File: config.mk
export PLATFORM = sky130hd
export DESIGN_NAME = seq_pattern_tx
export DESIGN_NICKNAME = d
export VERILOG_FILES = /design/src/rtl/seq_pattern_tx.sv
export SDC_FILE = /design/constraint.sdc
export NUM_CORES = 1
export LEC_CHECK = 0
export CAP_MARGIN = 15
export CELL_PAD_IN_SITES_DETAIL_PLACEMENT = 0
export CELL_PAD_IN_SITES_GLOBAL_PLACEMENT = 1
export CORE_MARGIN = 1
export CORE_UTILIZATION = 41
export CTS_CLUSTER_SIZE = 10
export DETAILED_ROUTE_END_ITERATION = 7
export PLACE_DENSITY_LB_ADDON = 0.05
export SYNTH_ARGS = -nofsm -noshare
export SYNTH_HDL_FRONTEND = slang
export SYNTH_SLANG_ARGS = --single-unit
File: constraint.sdc
create_clock -name clk -period 4.5 [get_ports clk]
set_input_delay 0.45 -clock clk [delete_from_list [all_inputs] [get_ports clk]]
set_output_delay 0.45 -clock clk [all_outputs]
set_load 0.1 [all_outputs]
File: src/rtl/seq_pattern_tx.sv
`default_nettype none
// ============================================================================
//  Module   : seq_pattern_tx
//  Purpose  : Serial frame transmitter. Sends a fixed sync preamble and then
//             a parallel payload word, MSB first, at one bit per clock.
//  Revision : 1.0 - initial release
// ============================================================================
module seq_pattern_tx #(
    parameter int                   PATTERN_W = 4,
    parameter logic [PATTERN_W-1:0] PATTERN   = 4'b1011,
    parameter int                   DATA_W    = 8,
    parameter int                   GAP       = 1
) (
    input  logic              clk,
    input  logic              reset,      // synchronous, active low
    input  logic [DATA_W-1:0] in_data,
    input  logic              in_valid,
    output logic              in_ready,
    output logic              tx_bit,
    output logic              tx_valid,
    output logic              tx_sync,
    output logic              tx_last,
    output logic              busy
);

    // The counter must hold the largest per-state count without wrapping.
    localparam int c_max_a   = (PATTERN_W > DATA_W) ? PATTERN_W : DATA_W;
    localparam int c_max_len = (c_max_a > GAP) ? c_max_a : GAP;
    localparam int c_cnt_w   = $clog2(c_max_len + 1);
    localparam logic [c_cnt_w-1:0] c_cnt_one = 1;

    typedef enum logic [1:0] {
        ST_IDLE = 2'd0,
        ST_SYNC = 2'd1,
        ST_DATA = 2'd2,
        ST_GAP  = 2'd3
    } state_t;

    state_t              state_q,   state_d;
    logic [c_cnt_w-1:0]  cnt_q,     cnt_d;
    logic [DATA_W-1:0]   shreg_q,   shreg_d;
    logic                tx_bit_q,  tx_bit_d;
    logic                tx_valid_q, tx_valid_d;
    logic                tx_sync_q, tx_sync_d;
    logic                tx_last_q, tx_last_d;

    logic                accept;

    assign in_ready = (state_q == ST_IDLE) & reset;
    assign accept   = in_valid & in_ready;
    assign busy     = (state_q != ST_IDLE);
    assign tx_bit   = tx_bit_q;
    assign tx_valid = tx_valid_q;
    assign tx_sync  = tx_sync_q;
    assign tx_last  = tx_last_q;

    // Next-state, counter, shift register and the line bits for the next cycle.
    // Line outputs are computed from the current state and registered, so
    // each bit appears one cycle after its state/count slot.
    always_comb begin
        state_d    = state_q;
        cnt_d      = cnt_q;
        shreg_d    = shreg_q;
        tx_bit_d   = 1'b0;
        tx_valid_d = 1'b0;
        tx_sync_d  = 1'b0;
        tx_last_d  = 1'b0;

        case (state_q)
            ST_IDLE: begin
                if (accept) begin
                    shreg_d = in_data;
                    cnt_d   = '0;
                    state_d = ST_SYNC;
                end
            end

            ST_SYNC: begin
                tx_valid_d = 1'b1;
                tx_sync_d  = 1'b1;
                for (int i = 0; i < PATTERN_W; i++) begin
                    if (int'(cnt_q) == i) begin
                        tx_bit_d = PATTERN[PATTERN_W-1-i];
                    end
                end
                if (int'(cnt_q) == PATTERN_W - 1) begin
                    cnt_d   = '0;
                    state_d = ST_DATA;
                end else begin
                    cnt_d = cnt_q + c_cnt_one;
                end
            end

            ST_DATA: begin
                tx_valid_d = 1'b1;
                tx_bit_d   = shreg_q[DATA_W-1];
                shreg_d    = shreg_q << 1;
                if (int'(cnt_q) == DATA_W - 1) begin
                    tx_last_d = 1'b1;
                    cnt_d     = '0;
                    state_d   = (GAP == 0) ? ST_IDLE : ST_GAP;
                end else begin
                    cnt_d = cnt_q + c_cnt_one;
                end
            end

            ST_GAP: begin
                if (int'(cnt_q) >= GAP - 1) begin
                    cnt_d   = '0;
                    state_d = ST_IDLE;
                end else begin
                    cnt_d = cnt_q + c_cnt_one;
                end
            end

            default: begin
                cnt_d   = '0;
                state_d = ST_IDLE;
            end
        endcase
    end

    // State and output registers; reset aborts any frame and drops the word.
    always_ff @(posedge clk) begin
        if (!reset) begin
            state_q    <= ST_IDLE;
            cnt_q      <= '0;
            shreg_q    <= '0;
            tx_bit_q   <= 1'b0;
            tx_valid_q <= 1'b0;
            tx_sync_q  <= 1'b0;
            tx_last_q  <= 1'b0;
        end else begin
            state_q    <= state_d;
            cnt_q      <= cnt_d;
            shreg_q    <= shreg_d;
            tx_bit_q   <= tx_bit_d;
            tx_valid_q <= tx_valid_d;
            tx_sync_q  <= tx_sync_d;
            tx_last_q  <= tx_last_d;
        end
    end

endmodule
`default_nettype wire

==> flow_summary_export.csv <==
group,metric,value,unit
outcome,status,"complete, no violations",
grt,grt_antenna_before_repair,0,
clocking,clkTransAtPathRegs,0.10,ns
synth,synth_compound_area_share,19.1,%
floorplan,floorplan.die.width,50.4,um
timing,setup_clock_skew_after_layout,0.00152,ns
clocking,h-tree-depth,1,
synth,synth_nets,123,
clocking,post_cts_resize_count,0,
finish,post_route_cells_drive_above_1_share,6.67,%
routing,drt_first_pass_iters,5,
run,drv.max_cap_violation_count,0,
floorplan,start_util,43.3,%
placement,port_buffers,16,
routing,via_count,771,
placement,finalWeightedCongestion,0.760,
worst_setup_path,worst_ep_required_time,4.05,ns
pwr,static-leakage-power,0.509,nW
clocking,cts_num_sinks,18,
timing,finalHoldViolations,0,
worst_setup_path,critical_path.top_delay_family,"buffers and inverters",
grt,grt.total_usage,15.7,%
worst_setup_path,worstPathCellList,"clkdlybuf4s50_1 -> buf_4 -> and2_1 -> clkdlybuf4s50_1",
timing,max_freq,345,MHz
worst_setup_path,worst_setup_path_end_kind,"output pin",
routing,drt_wl_total,1.77,mm
routing,drt_drc_violations_left,0,
timing,timing.final.crit_share,64.5,%
floorplan,rows,17,
worst_setup_path,worst-setup-path-type,"primary input to output pin",
timing,final.min_clock_period,2.90,ns
grt,grt_pass1_vias,722,
clocking,cts.hold.buffers_added,0,
timing,setup_viol,0,
synth,synth_xor_xnor_area_share,0,%
synth,netlist_top_cells_area,"sky130_fd_sc_hd__dfxtp_1 38%, sky130_fd_sc_hd__ha_1 10%, sky130_fd_sc_hd__mux2i_1 9.4%",
worst_setup_path,critical_path.most_common_cell,"sky130_fd_sc_hd__clkdlybuf4s50_1",
hold_path,classification_of_the_worst_slack_hold_path,"flip-flop to flip-flop",
synth,synth_seq_area_share,37.6,%
clocking,clock_tree_root_driver_cell,"sky130_fd_sc_hd__clkbuf_4",
synth,synth_adder_area_share,10.4,%
synth,post_synthesis_simple_gate_area_fraction,17.8,%
synth,synthesis.instances,104,
clocking,tritoncts,"built",
timing,worst-slew-pin-transition,0.962,ns
synth,synth_top_family_by_area,"compound AO/OA/AOI/OAI gates",
finish,area_delta_synth_final,22.7,%
floorplan,floorplan.io_pins,17,
synth,synthDominantCellAreaShare,37.6,%
clocking,cts_made_buffers,3,
worst_setup_path,max_stage_delay,1.12,ns
grt,maximum_number_of_pins_on_one_net_before_global_route_repair,24,
synth,muxShareOfSynthArea,10.6,%
synth,post_synth_instance_area,958,sq um
pwr,power,0.675,mW
grt,globalRouteOverflowTotal,0,
finish,num-nets-final,140,
routing,drt_first_iter_violations,11,
clocking,clk_latency,0.29,ns
floorplan,fp.coreArea,2210,sq um
synth,count_of_yosys_warnings_during_synthesis,0,
timing,timing.max_slew.rel_slack,35.7,%
timing,slew_violations,0,
synth,yosys.cell_types.count,27,
worst_setup_path,worst_path_max_delay_cell,"sky130_fd_sc_hd__clkdlybuf4s50_1",
grt,grt_pass1_wl,2.98,mm
floorplan,die_area,2540,sq um
pwr,vdd.ir_drop.worst,362,uV
worst_setup_path,critical_path_buf_inv_count,3,
placement,place_hpwl,1.25,mm
routing,route.antenna.remaining_nets,0,
routing,post_drt_via_cell_ratio,5.21,
clocking,clockBufferDepth,2,
timing,finalSetupTns,0,ns
routing,wl_per_cell,12.0,um
floorplan,fp.dieH,50.4,um
timing,unrepaired_setup_endpoints_after_global_routing,"false",
clocking,setup_repair_bufs_after_cts,0,
pwr,power_density,574,nW/um^2
synth,post_synth.cell_area_avg,9.22,sq um
worst_setup_path,maximum_fanout_encountered_on_the_critical_timing_path,23,
worst_setup_path,worstSetupStartpointType,"primary input",
worst_setup_path,worst_ep_arrival_time,2.45,ns
finish,antenna_cells_inserted,0,
synth,ys_ff_latch,18,
synth,yosys.area.top_type,"sky130_fd_sc_hd__dfxtp_1",
[worst paths after layout]
path / start / endpoint / slack [ns] / cells past startpoint
worst min-delay path: shreg_q[7]$_SDFFE_PN0P_ / tx_bit$_SDFF_PN0_ / 0.47 / 2
worst max-delay path: reset / in_ready / 1.60 / 4
worst min register to register: shreg_q[7]$_SDFFE_PN0P_ / tx_bit$_SDFF_PN0_ / 0.47 / 2
worst max register to register: state_q[0]$_SDFFE_PN0P_ / cnt_q[0]$_SDFFE_PN0P_ / 2.28 / 6
[cells in the mapped netlist (all sizes together)]
| master | n |
|---|---|
| buf | 2 |
| or4 | 1 |
| a22oi | 1 |
| o22a | 1 |
| nand2 | 15 |
| or3 | 1 |
| a31o | 1 |
| nor2 | 5 |
| or4b | 1 |
| o21bai | 1 |
| mux2 | 1 |
| nor2b | 2 |
| dfxtp | 18 |
| and2 | 2 |
| o21ai | 3 |
| inv | 6 |
| nand2b | 2 |
| o211a | 7 |
| mux2i | 9 |
| nand3 | 5 |
| ha | 8 |
| a21oi | 3 |
| o311ai | 1 |
| clkbuf | 3 |
| a21boi | 4 |
| nand4b | 1 |
[metrics by stage]
step / instance area (sq um) / hold slack [ns] / instances / util (%) / worst slack, ns
after global routing: 1180 / 0.502 / 148 / 53.2 / 1.53
final: 1180 / 0.468 / 148 / 53.2 / 1.60
after global placement: 1140 / 0.455 / 144 / 51.5 / 1.61
after CTS: 1180 / 0.476 / 148 / 53.2 / 1.58
after floorplan: 958 / 0.431 / 104 / - / 2.31
after detailed placement: 1140 / 0.462 / 144 / 51.5 / 1.59
[area by class of cell]
| type | instances | area (sq um) |
|---|---|---|
| Tap cell | 28 | 35.0 |
| Fill cell | 210 | 1040 |
| Inverter | 6 | 22.5 |
| Sequential cell | 18 | 360 |
| Timing Repair Buffer | 17 | 168 |
| Multi-Input combinational cell | 75 | 554 |
| Clock buffer | 4 | 36.3 |
[routing by layer]
layer / up-vias / GRT usage, % / part of all wire [%]
met5: - / 0 / 0
met4: 0 / 4.17 / 0.68
met3: 2 / 5.76 / 6.0
met2: 17 / 27.1 / 46
met1: 358 / 18.2 / 47
li1: 394 / - / -
[report_power, final]
part           switching [mW]  total [mW]  internal, mW
combinational           0.244       0.368         0.124
clock                  0.0490      0.0984        0.0493
sequential             0.0166       0.208         0.192
total                   0.309       0.675         0.366
[sequential cells by signal, summed over array words and instances, names as in the netlist]
register / count
shreg_q: 8
state_q: 2
tx_last: 1
tx_sync: 1
cnt_q: 4
tx_bit: 1
tx_valid: 1
[kinds of logic after synthesis]
family / count (synthesis)
AOI/OAI and AO/OA: 22
adders and majority gates: 8
buffers and inverters: 11
DFF: 18
muxes: 10
and+or+nand+nor: 35
[worst register-to-register path: cells and delay by family, from the launching register on]
family / cells / cell delay [ns]
flops: 1 / 0.34
fa+ha+maj: 1 / 0.64
compound gates: 3 / 0.71
buf+inv: 1 / 0.11
simple gates: 1 / 0.35
[placed cells by master (no fill, tap or decap), drive strengths merged, types with 2 or more instances in the layout]
cell type,Yosys,layout
nor2b,2,2
o211a,7,7
a21oi,3,3
nand2b,2,2
nand3,5,5
mux2i,9,9
o21ai,3,3
nand2,15,15
nor2,5,5
ha,8,8
inv,6,6
clkbuf,3,4
a21boi,4,4
dfxtp,18,18
and2,2,2
clkdlybuf4s50,0,16
(Power assumes the default switching activity.)
